--- src/rtl/pipe_collision_scorer_pkg.sv ---
// Shared flappy game types and default geometry used by the scorer, the pipe generator and the renderer.
package flappy_pkg;

  typedef enum logic [1:0] {
    IDLE = 2'd0,
    PLAY = 2'd1,
    HIT  = 2'd2,
    OVER = 2'd3
  } game_state_e;

  localparam int BIRD_X  = 160;
  localparam int BIRD_W  = 24;
  localparam int BIRD_H  = 24;
  localparam int PIPE_W  = 52;
  localparam int GAP_H   = 120;
  localparam int FLOOR_Y = 440;

  // Packed BCD compares correctly as plain unsigned when both digits are valid
  function automatic logic [7:0] bcd_max(input logic [7:0] a, input logic [7:0] b);
    return (a > b) ? a : b;
  endfunction

endpackage

--- src/rtl/pipe_collision_scorer_if.sv ---
// Game-side bus of the scorer: bird/pipe geometry in, state and score out.
interface pipe_collision_scorer_if;
  logic        bird_move;
  logic [10:0] bird_y;
  logic [10:0] pipe_x;
  logic [10:0] pipe_y;
  logic [1:0]  state;
  logic        collision;
  logic        game_over;
  logic        score_pulse;
  logic [7:0]  score_bcd;
  logic [7:0]  high_score_bcd;

  modport master (
    output bird_move, bird_y, pipe_x, pipe_y,
    input  state, collision, game_over, score_pulse, score_bcd, high_score_bcd
  );

  modport slave (
    input  bird_move, bird_y, pipe_x, pipe_y,
    output state, collision, game_over, score_pulse, score_bcd, high_score_bcd
  );
endinterface

--- src/rtl/bcd_counter2.sv ---
// Two-digit BCD counter, synchronous clear, sticky at 99, one-cycle pulse per real increment.
module bcd_counter2 (
  input  logic       clk,
  input  logic       rst_n,
  input  logic       clr,
  input  logic       inc,
  output logic [7:0] bcd,
  output logic       inc_done
);

  logic [3:0] ones_r;
  logic [3:0] tens_r;
  logic       done_r;
  logic [3:0] ones_nx_s;
  logic [3:0] tens_nx_s;
  logic       done_nx_s;
  logic       at_max_s;

  assign at_max_s = (tens_r == 4'd9) && (ones_r == 4'd9);

  // Next digits: clear beats increment, and an increment at 99 is swallowed
  always_comb begin
    ones_nx_s = ones_r;
    tens_nx_s = tens_r;
    done_nx_s = 1'b0;
    if (clr) begin
      ones_nx_s = 4'd0;
      tens_nx_s = 4'd0;
    end else if (inc && !at_max_s) begin
      done_nx_s = 1'b1;
      if (ones_r == 4'd9) begin
        ones_nx_s = 4'd0;
        tens_nx_s = tens_r + 4'd1;
      end else begin
        ones_nx_s = ones_r + 4'd1;
      end
    end else begin
      done_nx_s = 1'b0;
    end
  end

  // Digit and pulse registers
  always_ff @(posedge clk or negedge rst_n) begin
    if (!rst_n) begin
      ones_r <= 4'd0;
      tens_r <= 4'd0;
      done_r <= 1'b0;
    end else begin
      ones_r <= ones_nx_s;
      tens_r <= tens_nx_s;
      done_r <= done_nx_s;
    end
  end

  assign bcd      = {tens_r, ones_r};
  assign inc_done = done_r;

endmodule

--- src/rtl/pipe_collision_scorer.sv ---
// Bird vs pipe/floor collision, game-state FSM and BCD scoring.
// Optional HIGH_SCORE_EN keeps a best score across rounds.
module pipe_collision_scorer
  import flappy_pkg::*;
#(
  parameter int BIRD_X      = flappy_pkg::BIRD_X,
  parameter int BIRD_W      = flappy_pkg::BIRD_W,
  parameter int BIRD_H      = flappy_pkg::BIRD_H,
  parameter int PIPE_W      = flappy_pkg::PIPE_W,
  parameter int GAP_H       = flappy_pkg::GAP_H,
  parameter int FLOOR_Y     = flappy_pkg::FLOOR_Y,
  parameter int HOLD_CYCLES = 16
) (
  input  logic                    clk,
  input  logic                    rst,
  input  logic                    RESET_GAME,
  pipe_collision_scorer_if.slave  bus
);

  localparam int HOLD_W = (HOLD_CYCLES > 1) ? $clog2(HOLD_CYCLES) : 1;
  localparam logic [HOLD_W-1:0] HOLD_LOAD = HOLD_W'(HOLD_CYCLES - 1);

  localparam logic [11:0] BIRD_L_C = 12'(BIRD_X);
  localparam logic [11:0] BIRD_R_C = 12'(BIRD_X + BIRD_W);
  localparam logic [11:0] FLOOR_C  = 12'(FLOOR_Y);

  game_state_e       state_r;
  game_state_e       state_nx_s;
  logic [HOLD_W-1:0] hold_r;
  logic [HOLD_W-1:0] hold_nx_s;
  logic              collision_r;
  logic              collision_nx_s;
  logic              game_over_r;
  logic              ahead_q_r;
  logic              bird_move_q_r;
  logic              inc_s;
  logic [7:0]        score_bcd_s;
  logic              score_pulse_s;
  logic [7:0]        high_score_s;

  logic [11:0] pipe_l_s;
  logic [11:0] pipe_r_s;
  logic [11:0] bird_top_s;
  logic [11:0] bird_bot_s;
  logic [11:0] gap_top_s;
  logic [11:0] gap_bot_s;
  logic        x_ovl_s;
  logic        y_out_s;
  logic        floor_hit_s;
  logic        hit_now_s;
  logic        ahead_now_s;
  logic        pass_s;
  logic        flap_s;

  // 12-bit zero-extended sums so a pipe near x=2047 cannot wrap into the bird
  assign pipe_l_s   = {1'b0, bus.pipe_x};
  assign pipe_r_s   = pipe_l_s + 12'(PIPE_W);
  assign bird_top_s = {1'b0, bus.bird_y};
  assign bird_bot_s = bird_top_s + 12'(BIRD_H);
  assign gap_top_s  = {1'b0, bus.pipe_y};
  assign gap_bot_s  = gap_top_s + 12'(GAP_H);

  assign x_ovl_s     = (BIRD_R_C > pipe_l_s) && (pipe_r_s > BIRD_L_C);
  assign y_out_s     = (bird_top_s < gap_top_s) || (bird_bot_s > gap_bot_s);
  assign floor_hit_s = (bird_bot_s >= FLOOR_C);
  assign hit_now_s   = (x_ovl_s && y_out_s) || floor_hit_s;
  assign ahead_now_s = (pipe_r_s > BIRD_L_C);
  // Only the 1->0 transition scores; a regenerated pipe gives 0->1
  assign pass_s      = ahead_q_r && !ahead_now_s;
  assign flap_s      = bus.bird_move && !bird_move_q_r;

  // Next state, hold counter and collision pulse; round restart overrides everything
  always_comb begin
    state_nx_s     = state_r;
    hold_nx_s      = hold_r;
    collision_nx_s = 1'b0;
    inc_s          = 1'b0;
    if (RESET_GAME) begin
      state_nx_s = IDLE;
    end else begin
      case (state_r)
        IDLE: begin
          if (flap_s) begin
            state_nx_s = PLAY;
          end else begin
            state_nx_s = IDLE;
          end
        end
        PLAY: begin
          if (hit_now_s) begin
            state_nx_s     = HIT;
            collision_nx_s = 1'b1;
            hold_nx_s      = HOLD_LOAD;
          end else if (pass_s) begin
            inc_s = 1'b1;
          end else begin
            inc_s = 1'b0;
          end
        end
        HIT: begin
          if (hold_r == '0) begin
            state_nx_s = OVER;
          end else begin
            hold_nx_s = hold_r - HOLD_W'(1);
          end
        end
        OVER: begin
          state_nx_s = OVER;
        end
        default: begin
          state_nx_s = IDLE;
        end
      endcase
    end
  end

  // FSM and edge-detect registers
  always_ff @(posedge clk or negedge rst) begin
    if (!rst) begin
      state_r       <= IDLE;
      hold_r        <= '0;
      collision_r   <= 1'b0;
      game_over_r   <= 1'b0;
      ahead_q_r     <= 1'b0;
      bird_move_q_r <= 1'b0;
    end else begin
      state_r       <= state_nx_s;
      hold_r        <= hold_nx_s;
      collision_r   <= collision_nx_s;
      game_over_r   <= (state_nx_s == OVER);
      ahead_q_r     <= ahead_now_s;
      bird_move_q_r <= bus.bird_move;
    end
  end

  bcd_counter2 u_score (
    .clk      (clk),
    .rst_n    (rst),
    .clr      (RESET_GAME),
    .inc      (inc_s),
    .bcd      (score_bcd_s),
    .inc_done (score_pulse_s)
  );

`ifdef HIGH_SCORE_EN
  logic [7:0] high_score_r;

  // Best score latches on entry to OVER; only the hard reset clears it
  always_ff @(posedge clk or negedge rst) begin
    if (!rst) begin
      high_score_r <= 8'h00;
    end else if ((state_r != OVER) && (state_nx_s == OVER)) begin
      high_score_r <= bcd_max(high_score_r, score_bcd_s);
    end else begin
      high_score_r <= high_score_r;
    end
  end

  assign high_score_s = high_score_r;
`else
  assign high_score_s = 8'h00;
`endif

  assign bus.state          = state_r;
  assign bus.collision      = collision_r;
  assign bus.game_over      = game_over_r;
  assign bus.score_pulse    = score_pulse_s;
  assign bus.score_bcd      = score_bcd_s;
  assign bus.high_score_bcd = high_score_s;

endmodule

--- src/flat_wrapper.sv ---
// flat-port wrapper written by rule: the top's interface ports become plain ports
module pipe_collision_scorer_flat import flappy_pkg::*;
#(
  parameter int BIRD_X      = flappy_pkg::BIRD_X,
  parameter int BIRD_W      = flappy_pkg::BIRD_W,
  parameter int BIRD_H      = flappy_pkg::BIRD_H,
  parameter int PIPE_W      = flappy_pkg::PIPE_W,
  parameter int GAP_H       = flappy_pkg::GAP_H,
  parameter int FLOOR_Y     = flappy_pkg::FLOOR_Y,
  parameter int HOLD_CYCLES = 16
)
  (clk, rst, RESET_GAME, bus_bird_move, bus_bird_y, bus_pipe_x, bus_pipe_y, bus_state, bus_collision, bus_game_over, bus_score_pulse, bus_score_bcd, bus_high_score_bcd);
  pipe_collision_scorer_if bus_i ();
  input  logic clk;
  input  logic rst;
  input  logic RESET_GAME;
  input wire logic [$bits(bus_i.bird_move)-1:0] bus_bird_move;
  input wire logic [$bits(bus_i.bird_y)-1:0] bus_bird_y;
  input wire logic [$bits(bus_i.pipe_x)-1:0] bus_pipe_x;
  input wire logic [$bits(bus_i.pipe_y)-1:0] bus_pipe_y;
  output wire logic [$bits(bus_i.state)-1:0] bus_state;
  output wire logic [$bits(bus_i.collision)-1:0] bus_collision;
  output wire logic [$bits(bus_i.game_over)-1:0] bus_game_over;
  output wire logic [$bits(bus_i.score_pulse)-1:0] bus_score_pulse;
  output wire logic [$bits(bus_i.score_bcd)-1:0] bus_score_bcd;
  output wire logic [$bits(bus_i.high_score_bcd)-1:0] bus_high_score_bcd;
  assign bus_i.bird_move = bus_bird_move;
  assign bus_i.bird_y = bus_bird_y;
  assign bus_i.pipe_x = bus_pipe_x;
  assign bus_i.pipe_y = bus_pipe_y;
  assign bus_state = bus_i.state;
  assign bus_collision = bus_i.collision;
  assign bus_game_over = bus_i.game_over;
  assign bus_score_pulse = bus_i.score_pulse;
  assign bus_score_bcd = bus_i.score_bcd;
  assign bus_high_score_bcd = bus_i.high_score_bcd;
  pipe_collision_scorer #(.BIRD_X(BIRD_X), .BIRD_W(BIRD_W), .BIRD_H(BIRD_H), .PIPE_W(PIPE_W), .GAP_H(GAP_H), .FLOOR_Y(FLOOR_Y), .HOLD_CYCLES(HOLD_CYCLES)) u_core (.clk(clk), .rst(rst), .RESET_GAME(RESET_GAME), .bus(bus_i));
endmodule
--- config.mk ---
export PLATFORM = sky130hd
export DESIGN_NAME = pipe_collision_scorer_flat
export DESIGN_NICKNAME = d
export VERILOG_FILES = /design/src/rtl/pipe_collision_scorer_pkg.sv /design/src/rtl/pipe_collision_scorer_if.sv /design/src/rtl/bcd_counter2.sv /design/src/rtl/pipe_collision_scorer.sv /design/src/flat_wrapper.sv
export SDC_FILE = /design/constraint.sdc
export NUM_CORES = 1
export LEC_CHECK = 0
export CAP_MARGIN = 40
export CORE_UTILIZATION = 30
export CTS_CLUSTER_DIAMETER = 80
export CTS_CLUSTER_SIZE = 16
export DETAILED_ROUTE_END_ITERATION = 6
export GPL_TIMING_DRIVEN = 0
export PLACE_DENSITY = 0.67
export SLEW_MARGIN = 15
export SYNTH_ARGS = -nofsm -noshare
export SYNTH_HDL_FRONTEND = slang
export SYNTH_HIERARCHICAL = 1
export SYNTH_SLANG_ARGS = --single-unit
--- constraint.sdc ---
create_clock -name clk -period 1.74 [get_ports clk]
set_input_delay 0.522 -clock clk [delete_from_list [all_inputs] [get_ports clk]]
set_output_delay 0.522 -clock clk [all_outputs]
set_load 0.03 [all_outputs]
==> flow_summary.ini, run 1 <==
[layout]
layout-drive-gt1-share = 0.248
design_area_um2 = 2840
finalNetCount = 368
antenna_cells = 0
area_growth_pct = 48.4
final_util = 0.471

[floorplan]
core_um2 = 6030
die_w_um = 81.9
ioPinCount = 58
dieHeight_um = 81.9
design.die.area_um2 = 6700
rows = 28
start_util = 0.318

[power]
combPwrFrac = 0.409
p_seq_frac = 0.371
switching_share = 0.358
p_per_area_nw_per_um2 = 513
p_leak_uw = 0.00137
internal-power_uw = 935
clock_power_share = 0.220
irDropWorstVdd_mv = 0.461
switchingPower_uw = 521

[synth]
synthDistinctLibCells = 55
synth_area_leaders = dfrtp_1 (25%), ha_1 (18%), inv_1 (4.1%)
synth-async-reset-ratio = 1.00
ys_top_cells_by_count = ha_1 (27), inv_1 (21), nand2_1 (21), dfrtp_1 (19), nor2_1 (13)
ys_seq_area_frac = 0.248
yosysWarningCount = 6
synth_edf_count = 0
syn_inst = 230
synth.ff_latch_count = 19
synthesis.area_um2 = 1910
yosys.area.top_type = dfrtp_1
syn-mean-instance-area_um2 = 8.32
synthFlopType = dfrtp_1
synth_most_common_cell = ha_1
synth_top_area_frac = 0.248

[worst_setup_path]
arrival_ns = 2.56
crit_fanout = 7
crit_required_ns = 1.93
reg2reg_depth = 10
reg2reg_to = u_core/u_score/ones_r[2]
startpoint_type = primary input
reg2reg_from = u_core/bus.state[1]
r2r_slack_ns = -0.33
path_class = primary input to flop
endpoint_kind = flop

[sta]
setup_viol = 16
hold_ws_ns = 0.540
max_freq_mhz = 421
finalWorstSetupSlack_ns = -0.633
drv_slew = 0
period_minus_slack_ns = 2.37
clock_skew_ns = 0.00225
rsz0062_at_grt = true
hold_viol_final = 0
post-route-period-util = 1.36

[clock_tree]
numCtsBuffers = 3
cts_sinks = 19
h-tree-depth = 1
cts_root_buffer = clkbuf_8
clockBufferDepth = 2
insertion_delay_ns = 0.26
clk_pin_slew_ns = 0.07
cts_tree = yes

[routing]
via_per_inst = 4.85
drcViolationCount = 0
totalWireLength_mm = 4.45
first_pass_iters = 5
drt-wirelength-per-cell_um = 11.8
vias = 1834
postRouteAntennaNets = 0
drtIter0Drc = 118

[outcome]
status = finished with violations
failed_checks = negative setup slack

[min_path]
min_path_type = flop to flop
holdPathEnd = u_core/hold_r[3]
whs_path_depth = 2
worstHoldStart = u_core/hold_r[3]

[place]
place_area_um2 = 2630
port-buffer-count = 49
dpl.hpwl_mm = 3.47
gp_congestion = 0.832

[global_route]
gr-total-overflow = 0
grtUsageTotal = 0.141
grt_max_degree = 13
antenna_found_initial = 0
grt_pass1_vias = 1698
grt_pass1_wl_mm = 7.42

[flow_run]
maxCapViolations = 0
==> flip-flops by register name (all words and copies together), names as in the netlist <==
signal / count
u_core/hold_r: 4
u_core/u_score/ones_r: 4
u_core/u_score/tens_r: 4
u_core/bus.state: 2
u_core/ahead_q_r: 1
u_core/bird_move_q_r: 1
u_core/bus.collision: 1
u_core/bus.game_over: 1
u_core/u_score/inc_done: 1
==> layer usage <==
| metal | part of all wire | track usage | vias up |
|---|---|---|---|
| met1 | 0.47 | 0.179 | 814 |
| li1 | - | - | 951 |
| met4 | 0.010 | 0.0298 | 0 |
| met2 | 0.47 | 0.249 | 65 |
| met3 | 0.057 | 0.0244 | 4 |
| met5 | 0 | 0 | - |
==> critical path, cell delays in order <==
cell and delay (ns):
buf_8 0.10, inv_8 0.03, ha_4 0.18, nor3_4 0.20, buf_4 0.14, nand3_1 0.06, o21ai_0 0.15, nand3b_4 0.13
nor3_2 0.16, buf_4 0.15, buf_4 0.10, buf_6 0.11, nand2_1 0.07, or3_1 0.32, a21oi_2 0.13
==> power groups by stage <==
stage / sequential (µW) / combinational, µW / clock [µW]
after floorplan: 561 / 332 / 0
after global placement: 547 / 537 / 0
after detailed placement: 547 / 559 / 0
after CTS: 539 / 595 / 333
after global routing: 550 / 664 / 352
final: 540 / 595 / 321
==> worst max-delay path by stage <==
stage,slack [ns],startpoint,cells past startpoint,endpoint
after floorplan,-0.71,bus_bird_y[3],11,u_core/u_score/tens_r[2]
after detailed placement,-1.64,bus_bird_y[3],12,u_core/u_score/tens_r[2]
after global routing,-0.75,bus_bird_y[4],14,u_core/hold_r[2]
after global placement,-1.64,bus_bird_y[3],12,u_core/u_score/tens_r[2]
final,-0.63,bus_bird_y[4],15,u_core/u_score/ones_r[2]
after CTS,-0.66,bus_bird_y[3],13,u_core/bus.state[0]
==> placed cells by master, fill, tap and decap left out, drive strengths merged, types with 2 or more instances in the layout <==
master	Yosys	final
clkdlybuf4s15	0	5
and4	2	2
a31oi	4	4
a211oi	2	2
o21ai	13	13
buf	10	32
xnor2	9	9
and3b	3	3
nor2	13	13
nand3b	5	5
mux2i	2	2
and3	2	2
nor3	10	10
clkbuf	2	5
nor2b	3	3
xor2	4	4
conb	1	8
dfrtp	19	19
inv	21	21
dlygate4sd2	0	15
nand2b	6	6
nand2	21	21
nand4	3	3
or3	2	2
a21o	3	3
a21oi	11	11
nand3	9	9
ha	27	27
clkdlybuf4s50	0	20
==> cell families after synthesis <==
kind of cell / after synthesis / share of synthesized area
fa+ha+maj: 27 / 0.176
flops: 19 / 0.248
buf+inv: 34 / 0.0876
xor+xnor: 13 / 0.0595
compound gates: 47 / 0.165
simple gates: 87 / 0.251
mux: 2 / 0.0105
other cells: 1 / 0.00196
==> repair_timing <==
action / 4_1_cts / 5_1_grt
resized for setup: 100 / 3
hold buffers: 0 / 0
setup endpoints to repair: 29 / 19
hold endpoints to repair: 0 / 0
pin swaps: 26 / 5
buffers inserted: 11 / 1
cloned: 0 / 0
==> metrics by stage <==
stage          setup TNS, ns  worst slack (ns)  instances  power (µW)
2_1_floorplan          -6.97            -0.710        237         893
3_3_place_gp          -22.03             -1.64        361        1080
3_5_place_dp          -22.12             -1.64        362        1110
4_1_cts                -8.44            -0.661        377        1470
5_1_grt               -10.35            -0.749        378        1570
6_report               -8.40            -0.633        378        1460
==> area by class of cell <==
type | instances | area [µm²]
fillers | 594 | 3190
well taps | 75 | 93.8
plain buffers | 12 | 86.3
multi-input cells | 184 | 1470
clock buffers | 3 | 41.3
repair buffers | 62 | 567
flip-flops and latches | 19 | 475
inverters | 22 | 104
clock inverters | 1 | 5.00
Power figures use the tool's default switching activity.
==> run 2, diff against run 1 <==
--- a/config.mk
+++ b/config.mk
@@ -6,13 +6,15 @@
 export NUM_CORES = 1
 export LEC_CHECK = 0
 export CAP_MARGIN = 40
+export CORE_MARGIN = 2
 export CORE_UTILIZATION = 30
 export CTS_CLUSTER_DIAMETER = 80
 export CTS_CLUSTER_SIZE = 16
 export DETAILED_ROUTE_END_ITERATION = 6
 export GPL_TIMING_DRIVEN = 0
+export MAX_ROUTING_LAYER = met4
 export PLACE_DENSITY = 0.67
-export SLEW_MARGIN = 15
+export SLEW_MARGIN = 20
 export SYNTH_ARGS = -nofsm -noshare
 export SYNTH_HDL_FRONTEND = slang
 export SYNTH_HIERARCHICAL = 1
==> run 2 against run 1 <==
  * The flow still finishes with violations (negative setup slack)
  * Combinational power barely moved
  * Hold slack improved by 0.023 ns
  * Non-clock buffer count is 1 lower
  * Total power down 0.86%
  * Cell area rose by 2.4%
  * Critical path depth fell by 7
  * Sequential cell count unchanged
  * Clock power decreased by 4%
==> flow_summary.ini, run 2 (synthesis gave the netlist of run 1 again) <==
[layout]
layout_commonest_cell = ha_1
final_cell_mix = ha_1 (24), clkdlybuf4s50_1 (21), nand2_1 (19), dfrtp_1 (19), buf_4 (17)
layout-drive-gt1-share = 0.272
design_area_um2 = 2910
multiInputGateArea_um2 = 1540
finalNetCount = 367
fill_cells = 611
register_area_um2 = 475
largestRegisters = u_core/hold_r: 4 flops, u_core/u_score/ones_r: 4 flops, u_core/u_score/tens_r: 4 flops
area_growth_pct = 52.0
antenna_cells = 0

[global_route]
grt_pass1_wl_mm = 7.98
grt_pass1_vias = 1809
grtUsageTotal = 0.138
grt_max_degree = 13
antenna_found_initial = 0
gr-total-overflow = 0

[sta]
rsz0062_at_grt = true
drv_slew = 0
max_freq_mhz = 420
worst_slew_pin_slew_ns = 0.677
clock_skew_ns = 0.00265
finalSetupTns_ns = -8.29
slew_headroom = 0.549
post-route-period-util = 1.37
finalWorstSetupSlack_ns = -0.640
hold_viol_final = 0
setup_viol = 16
period_minus_slack_ns = 2.38

[flow_run]
maxCapViolations = 0

[routing]
totalWireLength_mm = 4.71
drcViolationCount = 0
postRouteAntennaNets = 0
first_pass_iters = 4
via_per_inst = 4.98
drt-wirelength-per-cell_um = 12.4
vias = 1888
drtIter0Drc = 68

[outcome]
status = finished with violations
failed_checks = negative setup slack

[clock_tree]
clk_pin_slew_ns = 0.07
hold_buffers = 0
cts_sinks = 19
h-tree-depth = 1
numCtsBuffers = 3
insertion_delay_ns = 0.25
cts_root_buffer = clkbuf_8
cts_tree = yes
clockBufferDepth = 2

[place]
gp_congestion = 0.850
dpl.hpwl_mm = 3.69
port-buffer-count = 49
place_area_um2 = 2630
dp_worst_setup_slack_ns = -1.62

[floorplan]
core_um2 = 6280
die_w_um = 83.9
start_util = 0.305
dieHeight_um = 83.9
ioPinCount = 58
rows = 29
design.die.area_um2 = 7040

[worst_setup_path]
crit_required_ns = 1.88
startpoint_type = primary input
arrival_ns = 2.52
path_class = primary input to flop
endpoint_kind = flop
crit_fanout = 3

[power]
p_leak_uw = 0.00139
p_per_area_nw_per_um2 = 496
irDropWorstVdd_mv = 0.219

[min_path]
min_path_type = flop to flop
==> run 2: path summary, 6_finish.rpt <==
kind	from	end	slack (ns)	cells after the start
worst max-delay path	bus_pipe_y[10]	u_core/bus.state[0]	-0.64	8
worst min-delay path	u_core/hold_r[3]	u_core/hold_r[3]	0.56	2
worst max register to register	u_core/bus.state[1]	u_core/u_score/tens_r[3]	-0.29	9
worst min register to register	u_core/hold_r[3]	u_core/hold_r[3]	0.56	2
max in group asynchronous	rst	u_core/hold_r[2]	0.64	2
min in group asynchronous	rst	u_core/u_score/tens_r[0]	0.63	1
==> run 2: layout make-up <==
type                            count  area share
Tap cell                           77      0.0331
Inverter                           22      0.0357
Timing Repair Buffer               61       0.194
Sequential cell                    19       0.163
Clock buffer                        4      0.0155
Multi-Input combinational cell    184       0.529
Buffer                             12      0.0297
==> run 2: through the flow <==
stage	total power, µW	instances	hold slack [ns]	util
3_5_place_dp	1100	364	0.554	0.418
6_report	1440	379	0.563	0.463
2_1_floorplan	893	237	0.226	-
4_1_cts	1440	378	0.564	0.449
3_3_place_gp	1080	363	0.528	0.416
5_1_grt	1550	379	0.616	0.463
==> run 2: power breakdown <==
part / internal [µW] / switching [µW]
Combinational: 282 / 310
Sequential: 490 / 52.9
Clock: 163 / 146
Total: 935 / 509
==> run 2: critical path, cell delays in order <==
cell,delay (ns)
clkdlybuf4s50_1,0.48
inv_1,0.07
ha_1,0.19
a2111oi_1,0.45
nand4_1,0.21
a31oi_4,0.27
nor2_2,0.08
o31a_1,0.24
==> run 2: metal layers <==
metal  vias to the layer above  track usage  wire (µm)
li1                        945            -          -
met1                       897        0.165       2060
met2                        44        0.254       2480
met3                         2       0.0138        158
met4                         0       0.0220          7
met5                         -            -          0
==> run 2: timing repair <==
| item | CTS | global route |
|---|---|---|
| gates resized for setup | 96 | 20 |
| setup buffers | 10 | 1 |
| pin swaps | 27 | 10 |
| endpoints found under the setup margin | 29 | 16 |
==> run 3, diff against run 2 <==
--- a/config.mk
+++ b/config.mk
@@ -5,6 +5,7 @@
 export SDC_FILE = /design/constraint.sdc
 export NUM_CORES = 1
 export LEC_CHECK = 0
+export ABC_AREA = 1
 export CAP_MARGIN = 40
 export CORE_MARGIN = 2
 export CORE_UTILIZATION = 30
@@ -14,6 +15,7 @@
 export GPL_TIMING_DRIVEN = 0
 export MAX_ROUTING_LAYER = met4
 export PLACE_DENSITY = 0.67
+export RECOVER_POWER = 50
 export SLEW_MARGIN = 20
 export SYNTH_ARGS = -nofsm -noshare
 export SYNTH_HDL_FRONTEND = slang
==> run 3 against run 2 <==
  * The run still ends with negative setup slack left
  * Fmax is 6.7% lower
  * Final cell count is 17% higher
  * Total power is 5.9% higher
  * Global-route usage is 1.2 points lower
  * Cell area is 1.7% higher
  * Combinational power is 12% higher
  * Clock power is 2% lower
  * Non-clock buffer count stayed put
  * Synthesized cell count is 26% higher
  * Critical endpoint is now u_core/u_score/tens_r[2]
  * Largest cell class unchanged
  * Highest routed layer unchanged
==> flow_summary.ini, run 3 <==
[synth]
synth_edf_count = 0
synthDistinctLibCells = 31
synth_top_area_frac = 0.240
synth.ff_latch_count = 19
synthesis.area_um2 = 1980
yosys.area.top_type = dfrtp_1
synth_most_common_cell = nand2_1
yosysWarningCount = 6
syn-mean-instance-area_um2 = 6.83
ys_top_cells_by_count = nand2_1 (75), inv_1 (53), ha_1 (27), nor2_1 (20), dfrtp_1 (19)
synthFlopType = dfrtp_1
synth_area_leaders = dfrtp_1 (24%), ha_1 (17%), nand2_1 (14%)
ys_seq_area_frac = 0.240
syn_inst = 290
synth-async-reset-ratio = 1.00

[sta]
worst_slew_pin_slew_ns = 0.563
hold_viol_final = 0
slew_headroom = 0.625
clock_skew_ns = 0.00135
period_minus_slack_ns = 2.55
finalSetupTns_ns = -12.10
post-route-period-util = 1.47
rsz0062_at_grt = true
finalWorstSetupSlack_ns = -0.810
max_freq_mhz = 392
setup_viol = 17
drv_slew = 0

[layout]
final_util = 0.466
antenna_cells = 0
layout.cells.non_filler = 443
area_growth_pct = 49.5
final_cell_mix = nand2_1 (68), inv_1 (45), ha_1 (24)
layout_commonest_cell = nand2_1
largestRegisters = u_core/hold_r: 4 flops, u_core/u_score/ones_r: 4 flops, u_core/u_score/tens_r: 4 flops
finalNetCount = 431
fill_cells = 612
multiInputGateArea_um2 = 1460
register_area_um2 = 475
layout-drive-gt1-share = 0.257

[floorplan]
ioPinCount = 58
die_w_um = 85.2
rows = 29
design.die.area_um2 = 7260
dieHeight_um = 85.2
start_util = 0.312
core_um2 = 6350

[worst_setup_path]
crit_start = bus_bird_y[3]
reg2reg_from = u_core/hold_r[0]
critPathSlowestCell = ha_4
cp_num_buf_inv = 5
crit_family = simple AND/OR/NAND/NOR gates
arrival_ns = 2.75
path_class = primary input to flop
crit_chain = buf_12, inv_12, ha_4, inv_2, nand4_1, xor2_1, inv_1, ha_4, nand2_2, inv_2, nand2_4, nor2_4, nand4_1, nand2_1, nand2_1, nand2_2, nand2_4, nor2_4, nand4_1, or2_1, nand2_1
crit_fanout = 4
endpoint_kind = flop
cp_slowest_stage_delay_ns = 0.28
startpoint_type = primary input
crit_required_ns = 1.94

[routing]
drcViolationCount = 0
drt-wirelength-per-cell_um = 10.2
drtIter0Drc = 74
postRouteAntennaNets = 0
first_pass_iters = 4
vias = 1955
totalWireLength_mm = 4.50
via_per_inst = 4.41

[min_path]
min_path_type = flop to flop
worstHoldStart = u_core/hold_r[2]

[clock_tree]
cts_tree = yes
insertion_delay_ns = 0.25
cts_root_buffer = clkbuf_8
clk_pin_slew_ns = 0.07
hold_buffers = 0
clockBufferDepth = 2
cts_sinks = 19
numCtsBuffers = 3
h-tree-depth = 1

[global_route]
grt_pass1_vias = 1827
grt_max_degree = 12
gr-total-overflow = 0
grtUsageTotal = 0.126
antenna_found_initial = 0
grt_pass1_wl_mm = 7.56

[power]
irDropWorstVdd_mv = 0.603
p_seq_frac = 0.367
p_leak_uw = 0.00159
internal-power_uw = 967
total_power_uw = 1530
switchingPower_uw = 561
combPwrFrac = 0.434
clock_power_share = 0.198
p_per_area_nw_per_um2 = 517
switching_share = 0.367

[place]
gp_congestion = 0.871
dpl.hpwl_mm = 3.55
dp_cells = 424
port-buffer-count = 49

[outcome]
failed_checks = negative setup slack
status = finished with violations

[flow_run]
maxCapViolations = 0
run 3: changes by cell type after synthesis, moves of 6 or more:
cell | previous run | this run
inv_1 | 21 | 53
nand2_1 | 21 | 75
nor2_1 | 13 | 20
nand2_2 | 0 | 6
o21ai_1 | 0 | 6
nand2b_1 | 6 | 0
nand3_1 | 9 | 16
o21ai_0 | 11 | 4
nor3_1 | 9 | 3
run 3: per-stage QoR:
stage	setup WS [ns]	hold WS, ns	cell area, µm²
after detailed placement	-1.86	0.539	2660
final	-0.810	0.581	2960
after floorplan	-0.779	0.226	2060
after global placement	-1.83	0.539	2650
after CTS	-0.832	0.558	2830
after global routing	-1.09	0.613	2960
run 3: layer usage:
| layer | routed length, µm | global-route usage | part of all wire |
|---|---|---|---|
| met4 | 45 | 0.0317 | 0.010 |
| met3 | 137 | 0.00875 | 0.030 |
| met1 | 2020 | 0.163 | 0.45 |
| met2 | 2290 | 0.214 | 0.51 |
| met5 | 0 | - | 0 |
run 3: cell families (layout without fill, tap and decap cells):
logic type | count (synthesis) | in the layout | synth area share
xor+xnor | 13 | 13 | 0.0575
simple gates | 142 | 142 | 0.325
compound gates | 23 | 23 | 0.0664
other cells | 1 | 8 | 0.00189
flops | 19 | 19 | 0.240
fa+ha+maj | 27 | 27 | 0.171
buf+inv | 65 | 134 | 0.138
run 3: cell type report:
class                           count  share of cell area
Multi-Input combinational cell    213               0.494
Timing Repair Buffer               65               0.198
Sequential cell                    19               0.161
Inverter                           57              0.0791
Tap cell                           77              0.0326
Buffer                              8              0.0203
Clock buffer                        4              0.0152
run 3: what timing repair did:
action | 4_1_cts | 5_1_grt
pin swaps | 20 | 24
endpoints found under the setup margin | 30 | 17
setup buffers | 10 | 6
resized for setup | 71 | 40
run 3: final timing paths:
path	endpoint	slack (ns)	depth (start not counted)
worst max register to register	u_core/hold_r[3]	-0.15	9
worst min-delay path	u_core/hold_r[2]	0.58	2
worst min register to register	u_core/hold_r[2]	0.58	2
min in group asynchronous	u_core/u_score/tens_r[1]	0.64	1
max in group asynchronous	u_core/u_score/tens_r[0]	0.28	2
worst max-delay path	u_core/u_score/tens_r[2]	-0.81	21
run 3: power groups by stage:
stage          registers, µW  logic [µW]  clock network, µW
6_report                 562         664                303
5_1_grt                  576         755                331
4_1_cts                  557         615                318
3_5_place_dp             565         597                  0
3_3_place_gp             563         572                  0
2_1_floorplan            571         372                  0
run 3: tightest hold or removal path: stages (launching register included):
cell	delay, ns
dfrtp_1	0.39
nand3_2	0.09
nand2_1	0.07
